$ cat src/rtl/sync_to_4ph_source.sv
// Clocked valid/ready to 4-phase bundled-data bridge.
// Words from a clocked producer are buffered in a small FIFO. Each word is placed
// on Ldata, held for SETUP_CYC cycles, then offered with a return-to-zero Lreq/Lack
// handshake. Lack is synchronised into clk, and a watchdog flags a stalled handshake.
module sync_to_4ph_source #(
  parameter int DATA_W      = 8,
  parameter int DEPTH       = 4,
  parameter int SYNC_STAGES = 2,
  parameter int SETUP_CYC   = 1,
  parameter int TIMEOUT_CYC = 255
) (
  input  logic                         clk,
  input  logic                         rst,
  input  logic                         in_valid,
  input  logic [DATA_W-1:0]            in_data,
  output logic                         in_ready,
  output logic                         Lreq,
  input  logic                         Lack,
  output logic [DATA_W-1:0]            Ldata,
  output logic [$clog2(DEPTH+1)-1:0]   count,
  output logic                         timeout_err
);

  localparam int PTR_W  = $clog2(DEPTH);
  localparam int CNT_W  = $clog2(DEPTH+1);
  localparam int SCNT_W = $clog2(SETUP_CYC+1);
  localparam int WCNT_W = $clog2(TIMEOUT_CYC+1);

  typedef enum logic [1:0] {IDLE, SETUP, WAIT_HI, WAIT_LO} state_t;

  state_t                    state, state_nxt;
  logic [DATA_W-1:0]         mem [DEPTH];
  logic [PTR_W-1:0]          wr_ptr, rd_ptr;
  logic [SYNC_STAGES-1:0]    sync_q;
  logic                      lack_s;
  logic [SCNT_W-1:0]         scnt, scnt_nxt;
  logic [WCNT_W-1:0]         wcnt;
  logic                      lreq_nxt;
  logic                      load;
  logic                      wcnt_clr;
  logic                      wcnt_inc;
  logic                      push;
  logic                      pop;

  // Saturating increment of the watchdog counter; it parks at TIMEOUT_CYC.
  function automatic logic [WCNT_W-1:0] wcnt_sat_inc(input logic [WCNT_W-1:0] v);
    if (v == WCNT_W'(TIMEOUT_CYC))
      return v;
    return v + 1'b1;
  endfunction

  assign in_ready = (count != CNT_W'(DEPTH));
  assign push     = in_valid && in_ready;
  assign pop      = load;
  assign lack_s   = sync_q[SYNC_STAGES-1];

  // Lack is asynchronous: pass it through a plain flop chain before the FSM sees it.
  always_ff @(posedge clk) begin
    if (rst)
      sync_q <= '0;
    else
      sync_q <= {sync_q[SYNC_STAGES-2:0], Lack};
  end

  // FIFO storage is data only and needs no reset; pointers make stale entries invisible.
  always_ff @(posedge clk) begin
    if (push)
      mem[wr_ptr] <= in_data;
  end

  // FIFO pointers and occupancy; pointers wrap naturally since DEPTH is a power of 2.
  always_ff @(posedge clk) begin
    if (rst) begin
      wr_ptr <= '0;
      rd_ptr <= '0;
      count  <= '0;
    end else begin
      if (push)
        wr_ptr <= wr_ptr + 1'b1;
      if (pop)
        rd_ptr <= rd_ptr + 1'b1;
      case ({push, pop})
        2'b10:   count <= count + 1'b1;
        2'b01:   count <= count - 1'b1;
        default: count <= count;
      endcase
    end
  end

  // Handshake FSM state, request, setup counter and the word presented on Ldata.
  always_ff @(posedge clk) begin
    if (rst) begin
      state <= IDLE;
      Lreq  <= 1'b0;
      scnt  <= '0;
      Ldata <= '0;
    end else begin
      state <= state_nxt;
      Lreq  <= lreq_nxt;
      scnt  <= scnt_nxt;
      if (load)
        Ldata <= mem[rd_ptr];
    end
  end

  // Next-state logic: load a word, let Ldata settle, then run the 4-phase cycle.
  always_comb begin
    state_nxt = state;
    lreq_nxt  = Lreq;
    scnt_nxt  = scnt;
    load      = 1'b0;
    wcnt_clr  = 1'b0;
    wcnt_inc  = 1'b0;
    case (state)
      IDLE: begin
        if (count != '0) begin
          load      = 1'b1;
          scnt_nxt  = SCNT_W'(SETUP_CYC);
          state_nxt = SETUP;
        end
      end
      SETUP: begin
        if (scnt == SCNT_W'(1)) begin
          lreq_nxt  = 1'b1;
          wcnt_clr  = 1'b1;
          state_nxt = WAIT_HI;
        end else begin
          scnt_nxt  = scnt - 1'b1;
        end
      end
      WAIT_HI: begin
        if (lack_s) begin
          lreq_nxt  = 1'b0;
          wcnt_clr  = 1'b1;
          state_nxt = WAIT_LO;
        end else begin
          wcnt_inc  = 1'b1;
        end
      end
      WAIT_LO: begin
        if (!lack_s)
          state_nxt = IDLE;
        else
          wcnt_inc  = 1'b1;
      end
      default: state_nxt = IDLE;
    endcase
  end

  // Watchdog: the flag sets on the same edge the counter reaches TIMEOUT_CYC and
  // stays set; the handshake itself carries on and may still complete.
  always_ff @(posedge clk) begin
    if (rst) begin
      wcnt        <= '0;
      timeout_err <= 1'b0;
    end else if (wcnt_clr) begin
      wcnt        <= '0;
    end else if (wcnt_inc) begin
      wcnt <= wcnt_sat_inc(wcnt);
      if (wcnt == WCNT_W'(TIMEOUT_CYC-1))
        timeout_err <= 1'b1;
    end
  end

endmodule
$ cat config.mk
export PLATFORM = sky130hd
export DESIGN_NAME = sync_to_4ph_source
export DESIGN_NICKNAME = d
export VERILOG_FILES = /design/src/rtl/sync_to_4ph_source.sv
export SDC_FILE = /design/constraint.sdc
export NUM_CORES = 1
export LEC_CHECK = 0
export BUFFER_PORTS_ARGS = -buffer_cell sky130_fd_sc_hd__buf_4
export CAP_MARGIN = 15
export CORE_UTILIZATION = 45
export DETAILED_ROUTE_END_ITERATION = 8
export HOLD_SLACK_MARGIN = 0.1
export PLACE_DENSITY = 0.7
export SETUP_SLACK_MARGIN = 0.1
export SLEW_MARGIN = 20
export SYNTH_ARGS = -nofsm -noshare
export SYNTH_HDL_FRONTEND = slang
export SYNTH_SLANG_ARGS = --single-unit
$ cat constraint.sdc
create_clock -name clk -period 3.1 [get_ports clk]
set_input_delay 0.93 -clock clk [delete_from_list [all_inputs] [get_ports clk]]
set_output_delay 0.93 -clock clk [all_outputs]
set_load 0.005 [all_outputs]
---- Yosys cells after proc, flatten, opt, wreduce, memory -nomap -nowiden ----
Memory sizes are Yosys's and may differ from the RTL's. A register that Yosys moved wholly into a read port is not among the register bits.
Index checks and enable logic that the tools add are counted.
word-level totals
  flip-flop bits (word level) ............. 22
  latch bits .............................. 0
  bits in writable memories ............... 32
  ROM bits ................................ 0
  input bits .............................. 12
  word-level logic and storage cells ...... 68
  memories ................................ 1
memories
  name  words  width  rd ports  clocked after Yosys merged registers in  write ports  line  text
  mem   4      8      1         1                                        1            32    logic [DATA_W-1:0] mem [DEPTH];
operators by class
  add/sub/neg operators ................... 6
  multiply operators ...................... 0
  divide/modulo/power cells ............... 0
  magnitude comparators ................... 0
  eq/ne operators ......................... 13
  shifts and indexed selects .............. 0
  mux-type cells .......................... 26
  bitwise gates (word level) .............. 1
  reduce and logical (&&, ||, !) cells .... 12
operators by type and width
  cell                                                  count
  equality test 8 bit (second input constant)           2
  2-to-1 mux 1 bit                                      15
  inequality test 2 bit (second input constant)         5
  adder 8 x 1 -> 8 bit (second input constant)          1
  2-to-1 mux 2 bit                                      4
  2-to-1 mux 8 bit                                      1
  case mux 1 bit (2 select lines)                       4
  case mux 2 bit (4 select lines)                       1
  equality test 2 bit (second input constant)           3
  case mux 3 bit (2 select lines)                       1
  AND reduction 3 bit                                   2
  nonzero test 2 bit                                    3
  adder 2 x 1 -> 2 bit (second input constant)          2
  equality test 2 x 1 -> 1 bit (second input constant)  2
  AND reduction 2 bit                                   2
  AND reduction 4 bit                                   1
  adder 3 x 1 -> 3 bit (second input constant)          1
  inequality test 3 bit (second input constant)         1
  nonzero test 3 bit                                    1
  subtractor 3 x 1 -> 3 bit (second input constant)     1
  logical NOT 2 bit                                     1
  OR reduction 2 bit                                    1
  logical AND 1 bit                                     1
  inverter 1 bit                                        1
  subtractor 1 bit (second input constant)              1

---- Logic depth before layout (Yosys ltp) ----
  word-level depth ........................ 7
  mapped depth ............................ 10
  gate-level depth less buffers ........... 9

---- Worst setup path before layout ----
No wires, ideal clock.
  path type ............................... input to register
  start point ............................. input port in_valid
  end point ............................... register count[2]
  setup time .............................. 0.070 ns
  arrival time ............................ 2.221 ns
  data required time ...................... 3.030 ns
  setup slack ............................. 0.808 ns
  stages on the path ...................... 7
  path buffers ............................ 0
  cells stage by stage .................... and2_4 inv_2 ha_1 fa_1 xnor2_1 or3_1 a21oi_1
between the ends
  cells in the longest elaborated chain, start to end .. 3
  elaborated cells on any way between the ends .. 5
ends and longest elaborated chain
  what                                                                          line  text
  from (decl)                                                                   14    input logic in_valid,
  logical AND 1 bit (*)                                                         53    assign push = in_valid && in_ready;
  equality test 2 x 1 -> 1 bit / equality test 2 bit (equally long branches)    82    case ({push, pop})
  case mux 3 bit (2 select lines) / nonzero test 2 bit (equally long branches)  -
  to (signal assigned)                                                          83    2'b10: count <= count + 1'b1;
  to (signal assigned)                                                          84    2'b01: count <= count - 1'b1;
  to (signal assigned)                                                          85    default: count <= count;
  to (decl)                                                                     20    output logic [$clog2(DEPTH+1)-1:0] count,
Every way passes the cells marked *; elsewhere a longest branch is shown, timed or not.
A chain may end at the register's enable or synchronous reset.

---- Final worst setup path ----
  start point ............................. register state[0]
  end point ............................... register count[2]
between the ends
  cells in the longest elaborated chain, start to end .. 4
  elaborated cells on any way between the ends .. 6
ends and longest elaborated chain
  what                                                                          line  text
  from (decl)                                                                   31    state_t state, state_nxt;
  from (signal assigned)                                                        98    state <= state_nxt;
  logical NOT 2 bit (*)                                                         114   case (state)
  2-to-1 mux 1 bit (*)                                                          114
  equality test 2 x 1 -> 1 bit / equality test 2 bit (equally long branches)    82
  case mux 3 bit (2 select lines) / nonzero test 2 bit (equally long branches)  -
Marked as above.

==> run_results.csv <==
group,metric,value,unit
setup_path,endpoint,"count[2]",
setup_path,crit_slowest_cell,"fa_1",
finish,fin_util,54.9,%
setup_path,path_buf_inv,2,
floorplanning,dieArea,6090,um2
route,routed-via-count,1608,
timing,fin_crit,2.38,ns
yosys,synth_nets,229,
clocking,htree_levels,3,
timing,max_freq,420,MHz
finish,diodes,0,
finish,fin_nets,260,
clocking,clk_path_buf_depth,2,
placement,hpwl,2910,um
yosys,synth_mux_area_share,8.13,%
setup_path,setup.worst_path.start_class,"flop",
power,p_total,2520,uW
finish,final_cell_mix,"edfxtp_1, dfxtp_1, nand2_1, buf_4, nor2_1",
yosys,yosys.area.top_type,"edfxtp_1",
timing,relSlewSlack,57.9,%
route,drtIter0Drc,67,
setup_path,critical_path_depth,9,
finish,drive_gt1_share,22.1,%
setup_path,crit_start,"state[0]",
setup_path,cpPeakStageDelay,0.39,ns
placement,place_congestion,0.758,
yosys,synth-compound-area-share,7.41,%
yosys,synth_xor_area_share,2.36,%
yosys,ys_seq_area_share,60.0,%
finish,layout_commonest_cell,"edfxtp_1",
yosys,syn_area,2600,um2
finish,design_area,3040,um2
timing,hold_ws,0.437,ns
setup_path,r2r_start,"state[0]",
floorplanning,design.portCount,26,
route,final_antenna_net_count,0,
yosys,synth_adder_area_share,6.54,%
timing,hold_viol,0,
timing,grt_setup_unrepaired,"false",
global_routing,grt.total_usage,16.3,%
clocking,worstSkewPairLatency,0.32,ns
global_routing,antenna_found_initial,0,
finish,num-fill-cells,487,
setup_path,critPathKind,"flop to flop",
route,wire_per_inst,13.9,um
route,drc,0,
global_routing,grt_pass1_vias,1582,
timing,finalSetupTns,0,ns
setup_path,cp_top_family,"adder cells",
floorplanning,die_w,78.0,um
timing,final_max_slew_viol_count,0,
setup_path,crit_top_cell,"ha_1",
global_routing,grt_overflow,0,
placement,port_buffers,25,
setup_path,worstRegToRegCells,9,
yosys,ys_types,39,
clocking,clkSinkCount,62,
placement,placed_cell_area,2860,um2
floorplanning,core-area,5540,um2
clocking,numCtsBuffers,9,
route,viasPerCell,5.15,
run_status,status,"completed",
power,peakVddDrop,0.000468,V
yosys,yosys-top-cells-area,"edfxtp_1, dfxtp_1, mux4_2",
yosys,yosys.area_share.simple,13.6,%
power,p_per_area,828,nW/um2
min_path,min_path_type,"flop to flop",
setup_path,r2r_end,"count[2]",
floorplanning,rows,27,
yosys,synth_top_family_by_area,"simple AND/OR/NAND/NOR gates",
route,drt-pass1-iter-count,4,
route,routed_wl,4330,um
floorplanning,initial_core_util,47.0,%
flow_run,max_cap_violations,0,
clocking,cts-root-buf,"clkbuf_8",
yosys,syn_inst,204,
power,p_leak,0.00113,uW
setup_path,end_kind,"flop",
setup_path,worst_ep_arrival_time,2.64,ns
global_routing,grt_max_degree,25,
floorplanning,dieHeight,78.0,um
yosys,yosysWarnings,0,
clocking,cts_tree,"built",
setup_path,ff2ff_setup_slack,0.72,ns
yosys,yosysTopAreaCellShare,36.9,%
timing,clock_skew,0.00796,ns
global_routing,grt_pass1_wl,7400,um
timing,worstMarginPinSlew,0.630,ns
clocking,cts.clk_slew.worst_paths,0.07,ns
clocking,postCtsSetupBuffers,0,
clocking,post_cts_resized,0,
yosys,syn_avg_cell_area,12.8,um2
yosys,synth-seq-cells,62,
clocking,postCtsHoldBufs,0,
timing,setup_violations,0,
setup_path,critPathRequiredTime,3.35,ns
setup_path,path_max_fanout,11,
finish,syn2layout_area_growth,16.9,%
setup_path,path_cells,"inv_1 -> ha_1 -> o31ai_4 -> inv_2 -> ha_1 -> fa_1 -> xnor2_1 -> or3_1 -> a21oi_1",
timing,fin_crit_sh,76.8,%
-- sequential cells by signal, summed over array words and instances (netlist names), 2 cells and up --
name and flops:
state 2, Ldata 8, wr_ptr 2, mem 32, rd_ptr 2, sync_q 2
wcnt 8, count 3
-- report_power, final --
part           total (uW)  internal (uW)  switching (uW)
Sequential           1130           1000             127
Clock                 657            366             290
Combinational         734            372             362
Total                2520           1740             780
-- synthesized netlist by cell type (all sizes together) --
cell	count
and2	1
nand4	2
nand3	5
a211oi	1
or3	4
xor2	3
nor2	16
or3b	1
mux2i	2
clkbuf	2
or2b	1
o21ai	6
o31ai	1
o211ai	3
nor4b	1
nand2	26
dfxtp	30
or2	1
fa	1
mux4	8
mux2	1
or4	2
and4	1
nor3b	1
and3	5
inv	8
a2bb2oi	1
edfxtp	32
xnor2	4
nor2b	2
buf	3
ha	12
a21o	1
a21oi	15
a22o	1
-- per-stage QoR --
stage,cells,setup slack [ns]
6_report,312,0.718
5_1_grt,312,0.530
4_1_cts,312,0.708
3_5_place_dp,296,0.642
3_3_place_gp,296,0.676
2_1_floorplan,204,0.808
-- cell families (layout without fill, tap and decap cells) --
kind of cell    count (synthesis)  in the layout
compound gates                 29             29
flops                          62             62
xor+xnor                        7              7
mux                            11             11
simple gates                   69             69
fa+ha+maj                      13             13
buf+inv                        13             49
-- how the worst min path moves through the flow --
stage                 to  startpoint  slack (ns)  cells past startpoint
2_1_floorplan  sync_q[1]   sync_q[0]        0.41                      1
3_3_place_gp   sync_q[1]   sync_q[0]        0.42                      1
3_5_place_dp   sync_q[1]   sync_q[0]        0.42                      1
4_1_cts        sync_q[1]   sync_q[0]        0.44                      1
5_1_grt        sync_q[1]   sync_q[0]        0.45                      1
6_report       sync_q[1]   sync_q[0]        0.44                      1
-- layer usage --
metal	track usage (%)	share of wire (%)
met1	21.2	48
met2	25.2	47
met4	10.0	1.9
met3	3.14	3.8
met5	0	0
-- worst reg2reg max path, delay by kind of cell (launching register included) --
kind	cells	cell delay, ns
simple gates	1	0.30
buf+inv	2	0.28
xor+xnor	1	0.15
compound gates	2	0.28
fa+ha+maj	3	0.93
flops	1	0.38
-- layout make-up --
| cell class | instances | area (um2) | area share (%) |
|---|---|---|---|
| clock inverter | 5 | 51.3 | 1.69 |
| multi-input combinational | 129 | 988 | 32.5 |
| inverter | 8 | 30.0 | 0.988 |
| tap | 72 | 90.1 | 2.96 |
| timing repair buffer | 25 | 188 | 6.17 |
| clock buffer | 11 | 131 | 4.32 |
| sequential | 62 | 1560 | 51.4 |
No activity file was read; power rests on OpenSTA's default activity.
